File: config.mk
export PLATFORM = sky130hd
export DESIGN_NAME = user_io_ports_flat
export DESIGN_NICKNAME = d
export VERILOG_FILES = /design/src/rtl/user_io_ports_if.sv /design/src/rtl/user_io_ports.sv /design/src/flat_wrapper.sv
export SDC_FILE = /design/constraint.sdc
export NUM_CORES = 1
export LEC_CHECK = 0
export ABC_AREA = 1
export BUFFER_PORTS_ARGS = -buffer_cell sky130_fd_sc_hd__buf_4
export CAP_MARGIN = 0
export CELL_PAD_IN_SITES_DETAIL_PLACEMENT = 1
export CELL_PAD_IN_SITES_GLOBAL_PLACEMENT = 1
export CORE_AREA = 2 2 140 142
export CTS_CLUSTER_DIAMETER = 80
export DETAILED_ROUTE_END_ITERATION = 12
export DIE_AREA = 0 0 142 144
export PLACE_DENSITY = 0.76
export SLEW_MARGIN = 15
export SYNTH_ARGS = -nofsm -noshare
export SYNTH_HDL_FRONTEND = slang
export SYNTH_SLANG_ARGS = --single-unit
File: constraint.sdc
create_clock -name clk -period 2 [get_ports clk]
set_input_delay 0.5 -clock clk [delete_from_list [all_inputs] [get_ports clk]]
set_output_delay 0.5 -clock clk [all_outputs]
set_load 0.05 [all_outputs]
File: src/rtl/user_io_ports_if.sv
// Bus bundle for user_io_ports: CPU decode/read-mux signals plus the
// valid/ready handshakes of the two input ports and the output port.
interface user_io_ports_if #(
  parameter int DW = 32
);
  logic [1:0]    mux_sel;
  logic          out_en;
  logic [DW-1:0] wr_data;
  logic [DW-1:0] rd_data;
  logic [DW-1:0] in0_data;
  logic [DW-1:0] in1_data;
  logic          in0_valid;
  logic          in1_valid;
  logic          in0_ready;
  logic          in1_ready;
  logic [DW-1:0] out_data;
  logic          out_valid;
  logic          out_ready;

  // Controller / external-device side
  modport master (
    output mux_sel, out_en, wr_data, in0_data, in1_data, in0_valid, in1_valid, out_ready,
    input  rd_data, in0_ready, in1_ready, out_data, out_valid
  );

  // Peripheral side
  modport slave (
    input  mux_sel, out_en, wr_data, in0_data, in1_data, in0_valid, in1_valid, out_ready,
    output rd_data, in0_ready, in1_ready, out_data, out_valid
  );
endinterface

File: src/rtl/user_io_ports.sv
// Memory-mapped user I/O: two input holding registers, a 2-entry output FIFO,
// sticky over/underflow status. Define USER_IO_SYNC_EN to add 2-flop input synchronizers.
module user_io_ports #(
  parameter int DW = 32
) (
  input  logic             clk,
  input  logic             rst_n,
  user_io_ports_if.slave   bus
);

  localparam logic [1:0] SEL_NONE   = 2'b00;
  localparam logic [1:0] SEL_STATUS = 2'b11;

  logic [DW-1:0] raw_data_w [2];
  logic [1:0]    raw_valid_w;
  logic [DW-1:0] in_data_w [2];
  logic [1:0]    in_valid_w;
  logic          out_ready_w;

  assign raw_data_w[0] = bus.in0_data;
  assign raw_data_w[1] = bus.in1_data;
  assign raw_valid_w   = {bus.in1_valid, bus.in0_valid};

`ifdef USER_IO_SYNC_EN
  logic [DW-1:0] data_s1_reg [2];
  logic [DW-1:0] data_s2_reg [2];
  logic [1:0]    valid_s1_reg;
  logic [1:0]    valid_s2_reg;
  logic          ready_s1_reg;
  logic          ready_s2_reg;

  always_ff @(posedge clk or negedge rst_n) begin
    if (!rst_n) begin
      valid_s1_reg <= '0;
      valid_s2_reg <= '0;
      ready_s1_reg <= 1'b0;
      ready_s2_reg <= 1'b0;
    end else begin
      valid_s1_reg <= raw_valid_w;
      valid_s2_reg <= valid_s1_reg;
      ready_s1_reg <= bus.out_ready;
      ready_s2_reg <= ready_s1_reg;
    end
  end

  for (genvar gi = 0; gi < 2; gi++) begin : g_sync
    always_ff @(posedge clk or negedge rst_n) begin
      if (!rst_n) begin
        data_s1_reg[gi] <= '0;
        data_s2_reg[gi] <= '0;
      end else begin
        data_s1_reg[gi] <= raw_data_w[gi];
        data_s2_reg[gi] <= data_s1_reg[gi];
      end
    end
    assign in_data_w[gi] = data_s2_reg[gi];
  end

  assign in_valid_w  = valid_s2_reg;
  assign out_ready_w = ready_s2_reg;
`else
  for (genvar gi = 0; gi < 2; gi++) begin : g_direct
    assign in_data_w[gi] = raw_data_w[gi];
  end

  assign in_valid_w  = raw_valid_w;
  assign out_ready_w = bus.out_ready;
`endif

  // Level-style decode strobes turned into single-cycle events
  logic [1:0] prev_sel_reg;
  logic       prev_en_reg;
  logic       rd_evt_w;
  logic       wr_evt_w;
  logic       status_rd_w;

  always_ff @(posedge clk or negedge rst_n) begin
    if (!rst_n) begin
      prev_sel_reg <= SEL_NONE;
      prev_en_reg  <= 1'b0;
    end else begin
      prev_sel_reg <= bus.mux_sel;
      prev_en_reg  <= bus.out_en;
    end
  end

  assign rd_evt_w    = (bus.mux_sel != SEL_NONE) && (bus.mux_sel != prev_sel_reg);
  assign wr_evt_w    = bus.out_en && !prev_en_reg;
  assign status_rd_w = rd_evt_w && (bus.mux_sel == SEL_STATUS);

  // Input ports: one holding register and full flag each
  logic [DW-1:0] port_data_reg [2];
  logic          full_reg [2];
  logic [1:0]    underflow_hit_w;

  for (genvar gi = 0; gi < 2; gi++) begin : g_port
    logic port_rd_w;
    logic capture_w;

    assign port_rd_w           = rd_evt_w && (bus.mux_sel == 2'(gi + 1));
    assign capture_w           = in_valid_w[gi] && !full_reg[gi];
    assign underflow_hit_w[gi] = port_rd_w && !full_reg[gi];

    always_ff @(posedge clk or negedge rst_n) begin
      if (!rst_n) begin
        port_data_reg[gi] <= '0;
        full_reg[gi]      <= 1'b0;
      end else if (capture_w) begin
        port_data_reg[gi] <= in_data_w[gi];
        full_reg[gi]      <= 1'b1;
      end else if (port_rd_w) begin
        full_reg[gi]      <= 1'b0;
      end
    end
  end

  assign bus.in0_ready = !full_reg[0];
  assign bus.in1_ready = !full_reg[1];

  // Output FIFO: entry 0 is always the head, entry 1 shifts down on pop
  logic [DW-1:0] q_reg [2];
  logic [1:0]    count_reg;
  logic          pop_w;
  logic          overflow_hit_w;

  assign pop_w          = (count_reg != 2'd0) && out_ready_w;
  assign overflow_hit_w = wr_evt_w && (count_reg == 2'd2) && !pop_w;

  always_ff @(posedge clk or negedge rst_n) begin
    if (!rst_n) begin
      q_reg[0]  <= '0;
      q_reg[1]  <= '0;
      count_reg <= 2'd0;
    end else begin
      if (wr_evt_w && pop_w) begin
        if (count_reg == 2'd1) begin
          q_reg[0] <= bus.wr_data;
        end else begin
          q_reg[0] <= q_reg[1];
          q_reg[1] <= bus.wr_data;
        end
      end else if (pop_w) begin
        q_reg[0]  <= q_reg[1];
        count_reg <= count_reg - 2'd1;
      end else if (wr_evt_w && !overflow_hit_w) begin
        if (count_reg == 2'd0) begin
          q_reg[0] <= bus.wr_data;
        end else begin
          q_reg[1] <= bus.wr_data;
        end
        count_reg <= count_reg + 2'd1;
      end
    end
  end

  assign bus.out_valid = (count_reg != 2'd0);
  assign bus.out_data  = q_reg[0];

  // Sticky flags: a status read clears them, but a new event that cycle wins
  logic overflow_reg;
  logic underflow_reg;

  always_ff @(posedge clk or negedge rst_n) begin
    if (!rst_n) begin
      overflow_reg  <= 1'b0;
      underflow_reg <= 1'b0;
    end else begin
      if (overflow_hit_w) begin
        overflow_reg <= 1'b1;
      end else if (status_rd_w) begin
        overflow_reg <= 1'b0;
      end
      if (|underflow_hit_w) begin
        underflow_reg <= 1'b1;
      end else if (status_rd_w) begin
        underflow_reg <= 1'b0;
      end
    end
  end

  logic [DW-1:0] status_w;
  assign status_w = {{(DW-6){1'b0}}, underflow_reg, overflow_reg, count_reg,
                     full_reg[1], full_reg[0]};

  always_comb begin
    bus.rd_data = '0;
    case (bus.mux_sel)
      2'b01:   bus.rd_data = port_data_reg[0];
      2'b10:   bus.rd_data = port_data_reg[1];
      2'b11:   bus.rd_data = status_w;
      default: bus.rd_data = '0;
    endcase
  end

endmodule

File: src/flat_wrapper.sv
// flat-port wrapper written by rule: the top's interface ports become plain ports
module user_io_ports_flat 
#(
  parameter int DW = 32
)
  (clk, rst_n, bus_mux_sel, bus_out_en, bus_wr_data, bus_in0_data, bus_in1_data, bus_in0_valid, bus_in1_valid, bus_out_ready, bus_rd_data, bus_in0_ready, bus_in1_ready, bus_out_data, bus_out_valid);
  user_io_ports_if #(.DW(DW)) bus_i ();
  input  logic clk;
  input  logic rst_n;
  input wire logic [$bits(bus_i.mux_sel)-1:0] bus_mux_sel;
  input wire logic [$bits(bus_i.out_en)-1:0] bus_out_en;
  input wire logic [$bits(bus_i.wr_data)-1:0] bus_wr_data;
  input wire logic [$bits(bus_i.in0_data)-1:0] bus_in0_data;
  input wire logic [$bits(bus_i.in1_data)-1:0] bus_in1_data;
  input wire logic [$bits(bus_i.in0_valid)-1:0] bus_in0_valid;
  input wire logic [$bits(bus_i.in1_valid)-1:0] bus_in1_valid;
  input wire logic [$bits(bus_i.out_ready)-1:0] bus_out_ready;
  output wire logic [$bits(bus_i.rd_data)-1:0] bus_rd_data;
  output wire logic [$bits(bus_i.in0_ready)-1:0] bus_in0_ready;
  output wire logic [$bits(bus_i.in1_ready)-1:0] bus_in1_ready;
  output wire logic [$bits(bus_i.out_data)-1:0] bus_out_data;
  output wire logic [$bits(bus_i.out_valid)-1:0] bus_out_valid;
  assign bus_i.mux_sel = bus_mux_sel;
  assign bus_i.out_en = bus_out_en;
  assign bus_i.wr_data = bus_wr_data;
  assign bus_i.in0_data = bus_in0_data;
  assign bus_i.in1_data = bus_in1_data;
  assign bus_i.in0_valid = bus_in0_valid;
  assign bus_i.in1_valid = bus_in1_valid;
  assign bus_i.out_ready = bus_out_ready;
  assign bus_rd_data = bus_i.rd_data;
  assign bus_in0_ready = bus_i.in0_ready;
  assign bus_in1_ready = bus_i.in1_ready;
  assign bus_out_data = bus_i.out_data;
  assign bus_out_valid = bus_i.out_valid;
  user_io_ports #(.DW(DW)) u_core (.clk(clk), .rst_n(rst_n), .bus(bus_i));
endmodule
==> impl_metrics.ini <==
[outcome]
run_status = finished clean

[place]
port_buffers = 170
pre_cts_slack_ns = 0.00525
place_hpwl_um = 15200
gp_congestion = 0.763
place_area_um2 = 8820
placedCellCount = 1281

[timing]
fin_crit_sh_pct = 96.9
worst_pin_slew_ns = 0.589
rsz0062_at_grt = false
hold_ws_ns = 0.203
slew_headroom_pct = 60.7
hold_violations = 0
setup_tns_ns = 0
fin_ws_ns = 0.0625
maxSlewViolCount = 0
layout_min_cycle_time_ns = 1.94
clock.fmax_mhz = 516
fin_skew_ns = 0.00758
finalSetupViolCount = 0

[global_routing]
grt_pass1_wl_um = 36700
antenna_found_initial = 1
overflow = 0
globalRouteTotalUtil_pct = 23.0
grt_pass1_vias = 6898
grt_max_degree = 42

[synth]
post_synth_and_or_nand_nor_area_fraction_pct = 29.7
synthAdderAreaFrac_pct = 0.686
synthXorXnorAreaFrac_pct = 0.240
synth_compound_gate_area_share_pct = 3.33
synth.area.mux_share_pct = 9.87
synth-seq-cells = 137
syn_avg_cell_area_um2 = 7.90
syn_inst = 924
yosysSeqAreaShare_pct = 47.0
synth_nets = 1032
synth_cell_types = 21
yosys_warnings = 0
synth_area_um2 = 7300
synth_top_family_by_area = simple AND/OR/NAND/NOR gates

[cells_and_area]
syn_to_final_growth_pct = 30.0
nets = 1172
finalNonFillerCells = 1315
fin_area_um2 = 9490
layout_commonest_cell = nand2_1
largest_reg_flops = 64
drive_gt1_share_pct = 29.3
post-route-util_pct = 49.7
mostFrequentLayoutCells = 429 x nand2_1, 192 x buf_4, 137 x dfrtp_1, 100 x nand3_1, 64 x mux2_2
diodes = 0
multi_input_area_um2 = 3260
regArea_um2 = 3430
n_fill_cell = 2321

[worst_setup_path]
critical_path_peak_fanout = 26
crit_arrival_ns = 1.44
critPathKind = input pin to output pin
start_kind = input pin
r2r_start = u_core.count_reg[1]
end_kind = output pin
reg2reg_to = u_core.q_reg[8]
reg2reg_depth = 9
required_ns = 1.50
reg2reg_slack_ns = 0.22

[clocking]
clockBufferDepth = 2
cts.clk_slew.worst_paths_ns = 0.06
clk_latency_ns = 0.43
cts_post_setup_buffers_inserted = 0
cts_tree = done
numCtsBuffers = 17
cts.sinks = 137
cts_max_level = 4
cts_root_buf = clkbuf_16

[route]
via_count = 6638
drc = 0
routed_wl_um = 22800
postRouteAntennaNets = 0
wl_per_cell_um = 17.3
vias_per_cell = 5.05
drt_iter0_drc = 288
dr.pass1.iters = 4

[die]
die_y_um = 144
core_area_um2 = 19100
start_util_pct = 38.3
rows = 51
dieArea_um2 = 20400
ioPinCount = 171
die_x_um = 142

[min_path]
hold_class = input pin to flip-flop
whs_path_depth = 1
hp-start = bus_out_en
whs_endpoint = u_core.prev_en_reg

[power]
leakagePower_nw = 5.02
irDropWorstVdd_v = 0.000756
p_total_mw = 14.9
power-per-cell-area_nw_per_um2 = 1570

[flow_run]
cap_viol_max_count = 0
==> metal layers <==
metal | vias up | wire length, um | share of wire (%) | track usage, %
li1 | 3173 | - | - | -
met1 | 3272 | 10300 | 45 | 29.4
met2 | 166 | 11100 | 49 | 39.7
met3 | 25 | 1100 | 4.8 | 5.10
met4 | 2 | 298 | 1.3 | 6.11
met5 | - | 13 | 0.057 | 0
==> repair_timing <==
item,CTS,global route
endpoints found under the hold margin,35,0
endpoints found under the setup margin,1,34
cloned,0,1
hold buffers,1,0
pin swaps,0,1
gates resized for setup,4,3
==> critical path, cell delays in order <==
cell and delay (ns):
buf_4 0.15, inv_1 0.14, buf_12 0.20, nand3_1 0.09, nand3_1 0.13, buf_4 0.21
==> synth_stat cells <==
library cell	number	area, um2
a21oi_1	3	15.0
a31oi_2	1	12.5
buf_1	3	11.3
buf_2	27	135
buf_4	36	270
clkbuf_1	21	78.8
dfrtp_1	137	3430
ha_1	4	50.1
inv_1	45	169
inv_2	2	7.51
mux2_2	64	721
nand2_1	430	1610
nand2_4	1	11.3
nand3_1	100	500
nand4_1	1	6.26
nor2_1	1	3.75
nor2_2	5	31.3
o211ai_1	4	30.0
o21ai_0	37	185
xnor2_1	1	8.76
xor2_1	1	8.76
==> worst max-delay path by stage <==
stage / start / endpoint / slack (ns) / cells past startpoint
2_1_floorplan: bus_mux_sel[1] / bus_rd_data[0] / 0.008 / 5
3_3_place_gp: bus_mux_sel[0] / bus_rd_data[2] / 0.09 / 6
3_5_place_dp: u_core.count_reg[0] / u_core.bus.out_data[30] / 0.005 / 7
4_1_cts: u_core.count_reg[0] / bus_out_valid / 0.03 / 4
5_1_grt: u_core.count_reg[1] / bus_rd_data[3] / 0.004 / 4
6_report: bus_mux_sel[0] / bus_rd_data[4] / 0.06 / 6
==> power breakdown <==
group / leakage (nW) / internal (mW) / switching [mW]
logic: 3.06 / 2.43 / 4.32
registers: 1.67 / 4.01 / 0.751
clock network: 0.297 / 2.03 / 1.34
total: 5.02 / 8.47 / 6.42
==> final cells by class <==
class / count / share of cell area [%]
tap: 238 / 3.14
multi-input combinational: 654 / 34.3
inverter: 47 / 1.89
clock buffer: 18 / 4.63
sequential: 137 / 36.1
clock inverter: 14 / 1.95
timing repair buffer: 207 / 18.0
==> cells by family after synthesis <==
kind of cell,after synthesis
buf+inv,134
xor+xnor,2
simple gates,538
flops,137
mux,64
fa+ha+maj,4
compound gates,45
Note: power is estimated with default switching activity, not from simulation.
